## src/rtl/key_cond_pkg.sv

```systemverilog
// Shared types and default timing for the KEY input conditioner.
// Defaults assume the 50 MHz board clock.
package key_cond_pkg;

  typedef enum logic [1:0] {
    ST_IDLE   = 2'd0,
    ST_DELAY  = 2'd1,
    ST_REPEAT = 2'd2
  } rep_state_t;

  localparam int MAIN_FREQ             = 50000000;
  localparam int DEF_DEBOUNCE_CYCLES   = MAIN_FREQ / 100;  // 10 ms
  localparam int DEF_REPEAT_DELAY      = MAIN_FREQ / 2;    // 500 ms
  localparam int DEF_REPEAT_PERIOD     = MAIN_FREQ / 10;   // 100 ms

  function automatic int max3(input int a, input int b, input int c);
    int m;
    m = (a > b) ? a : b;
    return (m > c) ? m : c;
  endfunction

  // One counter width covers debounce and repeat timing so terminal counts fit.
  function automatic int cnt_width(input int db, input int rd, input int rp);
    return $clog2(max3(db, rd, rp) + 1);
  endfunction

endpackage

```

## src/rtl/key_debounce.sv

```systemverilog
// One key: two-flop synchroniser, debounce counter and auto-repeat FSM.
// Exposes next-cycle level/rise/step so the top can register masked pulses.
module key_debounce
  import key_cond_pkg::*;
#(
  parameter int DEBOUNCE_CYCLES = DEF_DEBOUNCE_CYCLES,
  parameter int REPEAT_DELAY    = DEF_REPEAT_DELAY,
  parameter int REPEAT_PERIOD   = DEF_REPEAT_PERIOD
) (
  input  logic clk,
  input  logic srst,
  input  logic key_n,
  input  logic hold,
  output logic level,
  output logic level_next,
  output logic rise_next,
  output logic step_next
);

  localparam int CNT_W = cnt_width(DEBOUNCE_CYCLES, REPEAT_DELAY, REPEAT_PERIOD);
  localparam logic [CNT_W-1:0] DB_TERM = CNT_W'(DEBOUNCE_CYCLES - 1);
  localparam logic [CNT_W-1:0] RD_TERM = CNT_W'((REPEAT_DELAY > 0) ? REPEAT_DELAY - 1 : 0);
  localparam logic [CNT_W-1:0] RP_TERM = CNT_W'(REPEAT_PERIOD - 1);

  logic             sync1_q, sync1_d, sync2_q, sync2_d;
  logic             sync;
  logic             level_q, level_d;
  logic [CNT_W-1:0] db_cnt_q, db_cnt_d;
  logic [CNT_W-1:0] rep_cnt_q, rep_cnt_d;
  rep_state_t       state_q, state_d;
  logic             step_d;
  logic             rise, fall;

  assign sync1_d = key_n;
  assign sync2_d = sync1_q;
  assign sync    = ~sync2_q;

  always_comb begin
    level_d  = level_q;
    db_cnt_d = '0;
    if (sync != level_q) begin
      if (db_cnt_q == DB_TERM) begin
        level_d = ~level_q;
      end else begin
        db_cnt_d = db_cnt_q + CNT_W'(1);
      end
    end
  end

  assign rise = level_d & ~level_q;
  assign fall = ~level_d & level_q;

  // Kept in its own block: hold depends on level_next of every key.
  always_comb begin
    state_d   = state_q;
    rep_cnt_d = rep_cnt_q;
    step_d    = 1'b0;
    if (hold || fall) begin
      state_d   = ST_IDLE;
      rep_cnt_d = '0;
    end else begin
      case (state_q)
        ST_IDLE: begin
          if (rise) begin
            step_d    = 1'b1;
            rep_cnt_d = '0;
            if (REPEAT_DELAY != 0) state_d = ST_DELAY;
          end
        end
        ST_DELAY: begin
          if (rep_cnt_q == RD_TERM) begin
            step_d    = 1'b1;
            rep_cnt_d = '0;
            state_d   = ST_REPEAT;
          end else begin
            rep_cnt_d = rep_cnt_q + CNT_W'(1);
          end
        end
        ST_REPEAT: begin
          if (rep_cnt_q == RP_TERM) begin
            step_d    = 1'b1;
            rep_cnt_d = '0;
          end else begin
            rep_cnt_d = rep_cnt_q + CNT_W'(1);
          end
        end
        default: begin
          state_d   = ST_IDLE;
          rep_cnt_d = '0;
        end
      endcase
    end
  end

  always_ff @(posedge clk) begin
    if (srst) begin
      sync1_q   <= 1'b1;
      sync2_q   <= 1'b1;
      level_q   <= 1'b0;
      db_cnt_q  <= '0;
      rep_cnt_q <= '0;
      state_q   <= ST_IDLE;
    end else begin
      sync1_q   <= sync1_d;
      sync2_q   <= sync2_d;
      level_q   <= level_d;
      db_cnt_q  <= db_cnt_d;
      rep_cnt_q <= rep_cnt_d;
      state_q   <= state_d;
    end
  end

  assign level      = level_q;
  assign level_next = level_d;
  assign rise_next  = rise;
  assign step_next  = step_d;

endmodule

```

## src/rtl/key_conditioner.sv

```systemverilog
// KEY conditioner top: per-key debounce/repeat plus the all-keys chord lock
// that silences press/step pulses until every key is released.
module key_conditioner
  import key_cond_pkg::*;
#(
  parameter int KEY_CNT         = 4,
  parameter int DEBOUNCE_CYCLES = DEF_DEBOUNCE_CYCLES,
  parameter int REPEAT_DELAY    = DEF_REPEAT_DELAY,
  parameter int REPEAT_PERIOD   = DEF_REPEAT_PERIOD
) (
  input  logic               CLOCK_50,
  input  logic               reset,
  input  logic [KEY_CNT-1:0] KEY,
  output logic [KEY_CNT-1:0] key_level,
  output logic [KEY_CNT-1:0] key_press,
  output logic [KEY_CNT-1:0] key_step,
  output logic               chord,
  output logic               chord_active
);

  logic [KEY_CNT-1:0] level_next, rise_next, step_next;
  logic [KEY_CNT-1:0] press_q, press_d, step_q, step_d;
  logic               chord_q, chord_d;
  logic               lock_q, lock_d;

  generate
    for (genvar gi = 0; gi < KEY_CNT; gi++) begin : g_key
      key_debounce #(
        .DEBOUNCE_CYCLES(DEBOUNCE_CYCLES),
        .REPEAT_DELAY   (REPEAT_DELAY),
        .REPEAT_PERIOD  (REPEAT_PERIOD)
      ) u_key (
        .clk       (CLOCK_50),
        .srst      (reset),
        .key_n     (KEY[gi]),
        .hold      (lock_d),
        .level     (key_level[gi]),
        .level_next(level_next[gi]),
        .rise_next (rise_next[gi]),
        .step_next (step_next[gi])
      );
    end
  endgenerate

  // Lock uses next-cycle levels so a chord suppresses the completing key's pulses.
  always_comb begin
    chord_d = (&level_next) & ~lock_q;
    lock_d  = lock_q ? (|level_next) : (&level_next);
  end

  always_comb begin
    press_d = lock_d ? '0 : rise_next;
    step_d  = lock_d ? '0 : step_next;
  end

  always_ff @(posedge CLOCK_50) begin
    if (reset) begin
      press_q <= '0;
      step_q  <= '0;
      chord_q <= 1'b0;
      lock_q  <= 1'b0;
    end else begin
      press_q <= press_d;
      step_q  <= step_d;
      chord_q <= chord_d;
      lock_q  <= lock_d;
    end
  end

  assign key_press    = press_q;
  assign key_step     = step_q;
  assign chord        = chord_q;
  assign chord_active = lock_q;

endmodule

```

## config.mk

```make
export PLATFORM = sky130hd
export DESIGN_NAME = key_conditioner
export DESIGN_NICKNAME = d
export VERILOG_FILES = /design/src/rtl/key_cond_pkg.sv /design/src/rtl/key_debounce.sv /design/src/rtl/key_conditioner.sv
export SDC_FILE = /design/constraint.sdc
export NUM_CORES = 1
export LEC_CHECK = 0
export CAP_MARGIN = 20
export CORE_ASPECT_RATIO = 1.2
export CORE_MARGIN = 2
export CORE_UTILIZATION = 45
export DETAILED_ROUTE_END_ITERATION = 8
export SLEW_MARGIN = 20
export SYNTH_ARGS = -nofsm -noshare
export SYNTH_HDL_FRONTEND = slang
export SYNTH_HIERARCHICAL = 1
export SYNTH_SLANG_ARGS = --single-unit
```

## constraint.sdc

```tcl
create_clock -name CLOCK_50 -period 5 [get_ports CLOCK_50]
set_input_delay 1.5 -clock CLOCK_50 [delete_from_list [all_inputs] [get_ports CLOCK_50]]
set_output_delay 1.5 -clock CLOCK_50 [all_outputs]
set_load 0.02 [all_outputs]
```

==> out/summary.txt, run 1 <==
Die area = 28000 um^2
Synth cell count leaders = dfxtp_1 (230), nor2_1 (167), nand2_1 (127)
Slew headroom = 41.2%
CTS Buf Count = 27
CP Data Arrival Time = 4790 ps
Layout net count = 1435
Vias = 10.2k
Predominant post-synthesis flop cell = dfxtp_1
Fin. Hold Viols = 0
Post-synthesis mux area share = 0.594%
Syn_nets = 1426
Routed wire length = 27600 um
Buffers on Ports = 19
Starting Density = 45.7%
Post-Syn Area = 12000 um^2
Core Region = 26300 um^2
Slew @ Worst Pin = 882 ps
Hold Path Class = reg -> reg
Adder-Cell Fraction of Synth Area = 2.92%
Clock latency reported for the late side of the worst-skew pair = 540 ps
Setup crit start kind = flop
CTS tree = yes
CTS sink cnt = 230
Largest net degree at the start of global routing = 30
Tmin final = 4400 ps
Hold_buf cts = 0
DR iter-0 viols = 629
Unrepaired setup endpoints after global routing = no
CP Capture Type = flop
Power consumption = 3.77 mW
Yosys top cell area share = 38.4%
Postcts setup bufs = 0
Antenna-violating nets left = 0
Setup Skew = 30.7 ps
Pwr/cell area = 285 nW/um^2
Final setup vio count = 0
Most common cell in the netlist = dfxtp_1
Clock-pin slew on the worst setup and hold paths = 60 ps
Synth unique cells = 74
VDD IR max = 195 uV
Filler cells = 2519
Synth Area in Compound Gates = 16.1%
H-tree depth = 1
Syn_area_per_cell = 8.62 um^2
Pre-antenna DRT Iters = 5
Warnings, synthesis = 6
Main combinational cell family by area after synthesis = simple AND/OR/NAND/NOR gates
CP Class = reg -> reg
Crit path max fanout = 10
XOR/XNOR share of the synthesized area = 6.06%
Share of cells above drive strength 1 = 8.45%
First-pass GRT wire length = 46300 um
Cells after Synth = 1392
DRC viols = 0
Post-CTS Resized = 0
Vias in the first global route = 9465
Non-filler cells, final = 1755
Grt total ovfl = 0
Detailed placement HPWL = 19000 um
Leakage = 4.32 nW
Initial antenna violation count = 0
Via/cell ratio = 5.81
Post-synth EDFFs = 0
Total track usage = 19.2%
Clock buffer depth = 3
Fin. max-slew vios = 0
Post-layout util = 50.5%
Fmax = 227 MHz
Antenna diode count = 0
Num ports = 20
# placed instances = 1707
Synth Area in Simple Gates = 32.8%
FP Rows = 65
Required time of the critical path = 5390 ps
Top cells by area, synth = dfxtp_1 (38%), nor2_1 (5.2%), xor2_1 (4.1%)
Max Cap Viol = 0
Die Width = 153 um
Root Driver = clkbuf_16
Synth area leader = dfxtp_1
Chip height = 183 um
Post-synth ARST share = 0%
Final Wtd Congestion = 0.782
Run status = finished, final reports clean
Register bit total from synthesis = 230
Mean routed wirelength per cell = 15.7 um
Syn-to-layout area delta = 10.6%
TNS Setup = 0 ps
Ratio of final minimum period to clock period = 88.0%
Post-synthesis sequential area ratio = 38.4%
==> layout by cell type, fill, tap and decap left out, types with 27 or more instances in the layout <==
master	count
a21oi_1	33
a22o_1	33
and3_1	55
and4_1	29
clkbuf_16	27
dfxtp_1	230
ha_1	28
inv_1	33
nand2_1	127
nand3_1	75
nand4_1	48
nor2_1	167
nor3_1	47
o21ai_0	48
o31ai_1	27
xnor2_1	27
xor2_1	56
==> sequential cells by signal (all words and copies together), names as in the netlist <==
name,count
g_key.u_key/db_cnt_q,100
g_key.u_key/rep_cnt_q,100
g_key.u_key/state_q,8
g_key.u_key/level,4
g_key.u_key/sync1_q,4
g_key.u_key/sync2_q,4
key_press,4
key_step,4
chord,1
chord_active,1
==> cells by family after synthesis <==
| logic type | after synthesis |
|---|---|
| buf+inv | 80 |
| mux | 7 |
| compound gates | 254 |
| fa+ha+maj | 28 |
| simple gates | 710 |
| xor+xnor | 83 |
| flops | 230 |
==> worst max-delay path, cell delays in order (launching register included) <==
cell	delay (ps)
dfxtp_1	370
ha_1	220
and4_1	400
nand2_1	110
or4_1	590
nand2_1	90
o21ai_0	210
o31ai_1	380
a21oi_1	150
buf_4	180
nor2_1	120
o21a_1	330
o211a_2	380
nand2_1	270
o311ai_0	450
==> metal layers <==
metal / part of all wire [%] / track usage, % / up-vias
met5: 0 / 0 / -
met4: 1.8 / 5.11 / 0
met3: 3.6 / 2.48 / 41
met2: 48 / 33.1 / 166
met1: 47 / 25.4 / 4813
li1: - / - / 5172
==> final timing paths <==
path / start / to / slack [ps] / depth (start not counted)
worst max register to register: g_key[0].u_key/db_cnt_q[0]$_SDFF_PP0_ / g_key[2].u_key/rep_cnt_q[6]$_SDFFE_PP0P_ / 600 / 14
worst min register to register: g_key[1].u_key/sync1_q$_SDFF_PP1_ / g_key[1].u_key/sync2_q$_SDFF_PP1_ / 410 / 1
worst max-delay path: g_key[0].u_key/db_cnt_q[0]$_SDFF_PP0_ / g_key[2].u_key/rep_cnt_q[6]$_SDFFE_PP0P_ / 600 / 14
worst min-delay path: g_key[1].u_key/sync1_q$_SDFF_PP1_ / g_key[1].u_key/sync2_q$_SDFF_PP1_ / 410 / 1
==> power breakdown <==
group / total [mW] / internal (mW) / switching (mW) / leakage, nW
Combinational: 0.0581 / 0.0165 / 0.0415 / 2.05
Sequential: 1.84 / 1.84 / 0.00240 / 1.85
Clock: 1.88 / 1.11 / 0.768 / 0.419
Total: 3.77 / 2.96 / 0.812 / 4.32
==> layout make-up <==
class / count / area, um^2 / share of cell area (%)
Multi-Input combinational cell: 1082 / 7010 / 52.9
Sequential cell: 230 / 4600 / 34.7
Clock buffer: 42 / 812 / 6.12
Tap cell: 335 / 419 / 3.16
Timing Repair Buffer: 27 / 250 / 1.89
Inverter: 33 / 124 / 0.934
Clock inverter: 6 / 40.0 / 0.302
==> stage by stage <==
stage	setup WS, ps	cell area (um^2)	hold slack, ps
floorplan	1500	12000	389
global placement	844	12400	394
detailed placement	693	12400	401
CTS	654	13300	407
global route	303	13300	427
finish	600	13300	407
(Power assumes the default switching activity.)
==> inputs of run 2 (changes only) <==
--- a/config.mk
+++ b/config.mk
@@ -10,7 +10,6 @@
 export CORE_MARGIN = 2
 export CORE_UTILIZATION = 45
 export DETAILED_ROUTE_END_ITERATION = 8
-export SLEW_MARGIN = 20
 export SYNTH_ARGS = -nofsm -noshare
 export SYNTH_HDL_FRONTEND = slang
 export SYNTH_HIERARCHICAL = 1
==> results of run 2 <==
No change in the layout: final DEF, timing and power equal those of run 1.
==> inputs of run 3 (changes only) <==
--- a/config.mk
+++ b/config.mk
@@ -8,7 +8,8 @@
 export CAP_MARGIN = 20
 export CORE_ASPECT_RATIO = 1.2
 export CORE_MARGIN = 2
-export CORE_UTILIZATION = 45
+export CORE_UTILIZATION = 35
+export CTS_CLUSTER_DIAMETER = 60
 export DETAILED_ROUTE_END_ITERATION = 8
 export SYNTH_ARGS = -nofsm -noshare
 export SYNTH_HDL_FRONTEND = slang
==> run 3 against run 2 <==
  * Flip-flop and latch count unchanged
  * Die area rose by 28%
  * Routed wire length shrank 0.23%
  * Global-route usage is 3.9 points lower
  * Critical endpoint is now g_key[1].u_key/rep_cnt_q[12]$_SDFFE_PP0P_
  * Largest cell class unchanged
==> out/summary.txt, run 3 (synthesis results as in run 1) <==
Initial antenna violation count = 0 (unchanged)
Antenna diode count = 0 (unchanged)
Slew @ Worst Pin = 839 ps (was 882 ps)
Vias = 10.2k (about the same)
Combinational Power Share = 1.4% (was 1.5%)
Design area = 13500 um^2 (was 13300 um^2)
Syn-to-layout area delta = 12.8% (was 10.6%)
Hold_buf cts = 0 (unchanged)
CTS sink cnt = 230 (unchanged)
DR iter-0 viols = 575 (was 629)
Via/cell ratio = 5.43 (was 5.81)
Pre-antenna DRT Iters = 5 (unchanged)
Crit-path max cell delay = 570 ps (was 590 ps)
Buffers on Ports = 19 (unchanged)
Routed wire length = 27500 um (was 27600 um)
Final Wtd Congestion = 0.780 (was 0.782)
Post-CTS Resized = 0 (unchanged)
First-pass GRT wire length = 47300 um (was 46300 um)
Area used by multi-input combinational logic = 7010 um^2 (unchanged)
Crit path max fanout = 14 (was 10)
# placed instances = 1827 (was 1707)
Grt total ovfl = 0 (unchanged)
Mean routed wirelength per cell = 14.7 um (was 15.7 um)
Ratio of final minimum period to clock period = 87.5% (was 88.0%)
CP Cell Sequence = ha_1 > and4_1 > nand2_1 > or4_1 > nand2_1 > o21ai_0 > o31ai_1 > a21oi_1 > buf_4 > nor2_1 > o21a_1 > o211ai_2 > nor2_2 > a221o_1 (was ha_1 > and4_1 > nand2_1 > or4_1 > nand2_1 > o21ai_0 > o31ai_1 > a21oi_1 > buf_4 > nor2_1 > o21a_1 > o211a_2 > nand2_1 > o311ai_0)
Fin. max-slew vios = 0 (unchanged)
Clock buffer depth = 3 (unchanged)
VDD IR max = 221 uV (was 195 uV)
Clock latency reported for the late side of the worst-skew pair = 540 ps (about the same)
Commonest non-fill, non-tap cell in the layout = dfxtp_1 (unchanged)
Unrepaired setup endpoints after global routing = no (unchanged)
Final setup vio count = 0 (unchanged)
Vias in the first global route = 9672 (was 9465)
Starting Density = 35.4% (was 45.7%)
Layout net count = 1434 (was 1435)
Largest net degree at the start of global routing = 25 (was 30)
Post-placement cell area = 12600 um^2 (was 12400 um^2)
Setup crit start kind = flop (unchanged)
CTS tree = yes (unchanged)
Detailed placement HPWL = 19100 um (was 19000 um)
Clk pwr share = 52.8% (was 49.7%)
Slew headroom = 43.9% (was 41.2%)
Die Width = 173 um (was 153 um)
TNS Setup = 0 ps (unchanged)
CP Capture Type = flop (unchanged)
Reg area = 4600 um^2 (unchanged)
Top Registers = g_key.u_key/db_cnt_q x100, g_key.u_key/rep_cnt_q x100, g_key.u_key/state_q x8 (unchanged)
Die area = 35800 um^2 (was 28000 um^2)
Core Region = 33900 um^2 (was 26300 um^2)
Most used cell, CP = nand2_1 (unchanged)
Tmin final = 4380 ps (was 4400 ps)
Pwr/cell area = 297 nW/um^2 (was 285 nW/um^2)
Pre-CTS setup slack = 642 ps (was 693 ps)
Switching share of power = 21.1% (was 21.5%)
Leakage = 4.37 nW (was 4.32 nW)
Run status = finished, final reports clean (unchanged)
Required time of the critical path = 5490 ps (was 5390 ps)
Postcts setup bufs = 0 (unchanged)
Most frequent cells in the layout = dfxtp_1 (230), nor2_1 (167), nand2_1 (127) (unchanged)
Fin. Hold Viols = 0 (unchanged)
Root Driver = clkbuf_16 (unchanged)
Non-filler cells, final = 1877 (was 1755)
Share of cells above drive strength 1 = 8.80% (was 8.45%)
Worst-path cell with the longest stage delay = or4_1 (unchanged)
Power consumption = 4.02 mW (was 3.77 mW)
Flop pwr share = 45.7% (was 48.7%)
Final setup margin = 623 ps (was 600 ps)
DRC viols = 0 (unchanged)
Clock-pin slew on the worst setup and hold paths = 60 ps (about the same)
FP Rows = 74 (was 65)
Sw power = 0.848 mW (was 0.812 mW)
Total track usage = 15.4% (was 19.2%)
Max Cap Viol = 0 (unchanged)
Hold Path Class = reg -> reg (unchanged)
Setup Skew = 28.3 ps (was 30.7 ps)
Filler cells = 3489 (was 2519)
Num ports = 20 (unchanged)
Antenna-violating nets left = 0 (unchanged)
H-tree depth = 1 (unchanged)
CTS Buf Count = 27 (unchanged)
CP Class = reg -> reg (unchanged)
CP Data Arrival Time = 4860 ps (was 4790 ps)
Chip height = 207 um (was 183 um)
P_int = 3.17 mW (was 2.96 mW)
Fmax = 228 MHz (was 227 MHz)
## run 3: changes by cell type in the layout (fill, tap and decap cells not counted)
cell        before  now
buf_4            8    7
bufinv_16        0    4
clkbuf_1         7    3
clkinv_2         3    2
clkinv_4         0    1
clkinvlp_4       1    3
inv_6            2    1
inv_8            0    1
## run 3: stage by stage
stage,util [%],hold slack (ps)
global route,39.9,433
detailed placement,37.1,399
finish,39.9,407
floorplan,-,389
global placement,37.1,395
CTS,39.9,411
## run 3: area by class of cell
| class | instances | area share (%) |
|---|---|---|
| Clock buffer | 38 | 5.89 |
| Sequential cell | 230 | 34.0 |
| Clock inverter | 12 | 1.34 |
| Multi-Input combinational cell | 1082 | 51.8 |
| Tap cell | 456 | 4.22 |
| Timing Repair Buffer | 26 | 1.79 |
| Inverter | 33 | 0.915 |
## run 3: worst paths after layout
kind | cells after the start | end | start | slack [ps]
worst max-delay path | 14 | g_key[1].u_key/rep_cnt_q[12]$_SDFFE_PP0P_ | g_key[0].u_key/db_cnt_q[0]$_SDFF_PP0_ | 620
worst max register to register | 14 | g_key[1].u_key/rep_cnt_q[12]$_SDFFE_PP0P_ | g_key[0].u_key/db_cnt_q[0]$_SDFF_PP0_ | 620
worst min-delay path | 1 | g_key[3].u_key/sync2_q$_SDFF_PP1_ | g_key[3].u_key/sync1_q$_SDFF_PP1_ | 410
worst min register to register | 1 | g_key[3].u_key/sync2_q$_SDFF_PP1_ | g_key[3].u_key/sync1_q$_SDFF_PP1_ | 410
## run 3: power by group through the flow
stage | clock, mW | combinational (mW) | sequential [mW]
finish | 2.12 | 0.0582 | 1.84
global route | 2.26 | 0.0653 | 1.84
CTS | 2.19 | 0.0590 | 1.84
detailed placement | 0 | 0.0586 | 1.88
global placement | 0 | 0.0582 | 1.88
floorplan | 0 | 0.0375 | 1.88
## run 3: metal layers
layer | vias to the layer above | global-route usage, % | part of all wire, %
li1 | 5162 | - | -
met1 | 4876 | 19.3 | 46
met2 | 127 | 27.4 | 48
met3 | 35 | 2.27 | 3.2
met4 | 0 | 4.57 | 2.0
met5 | - | 0 | 0
## run 3: critical path: cells and delay by family, from the launching register on
kind	cells	cell delay [ps]
buf+inv	1	180
simple gates	6	1830
flops	1	370
fa+ha+maj	1	220
compound gates	6	1730
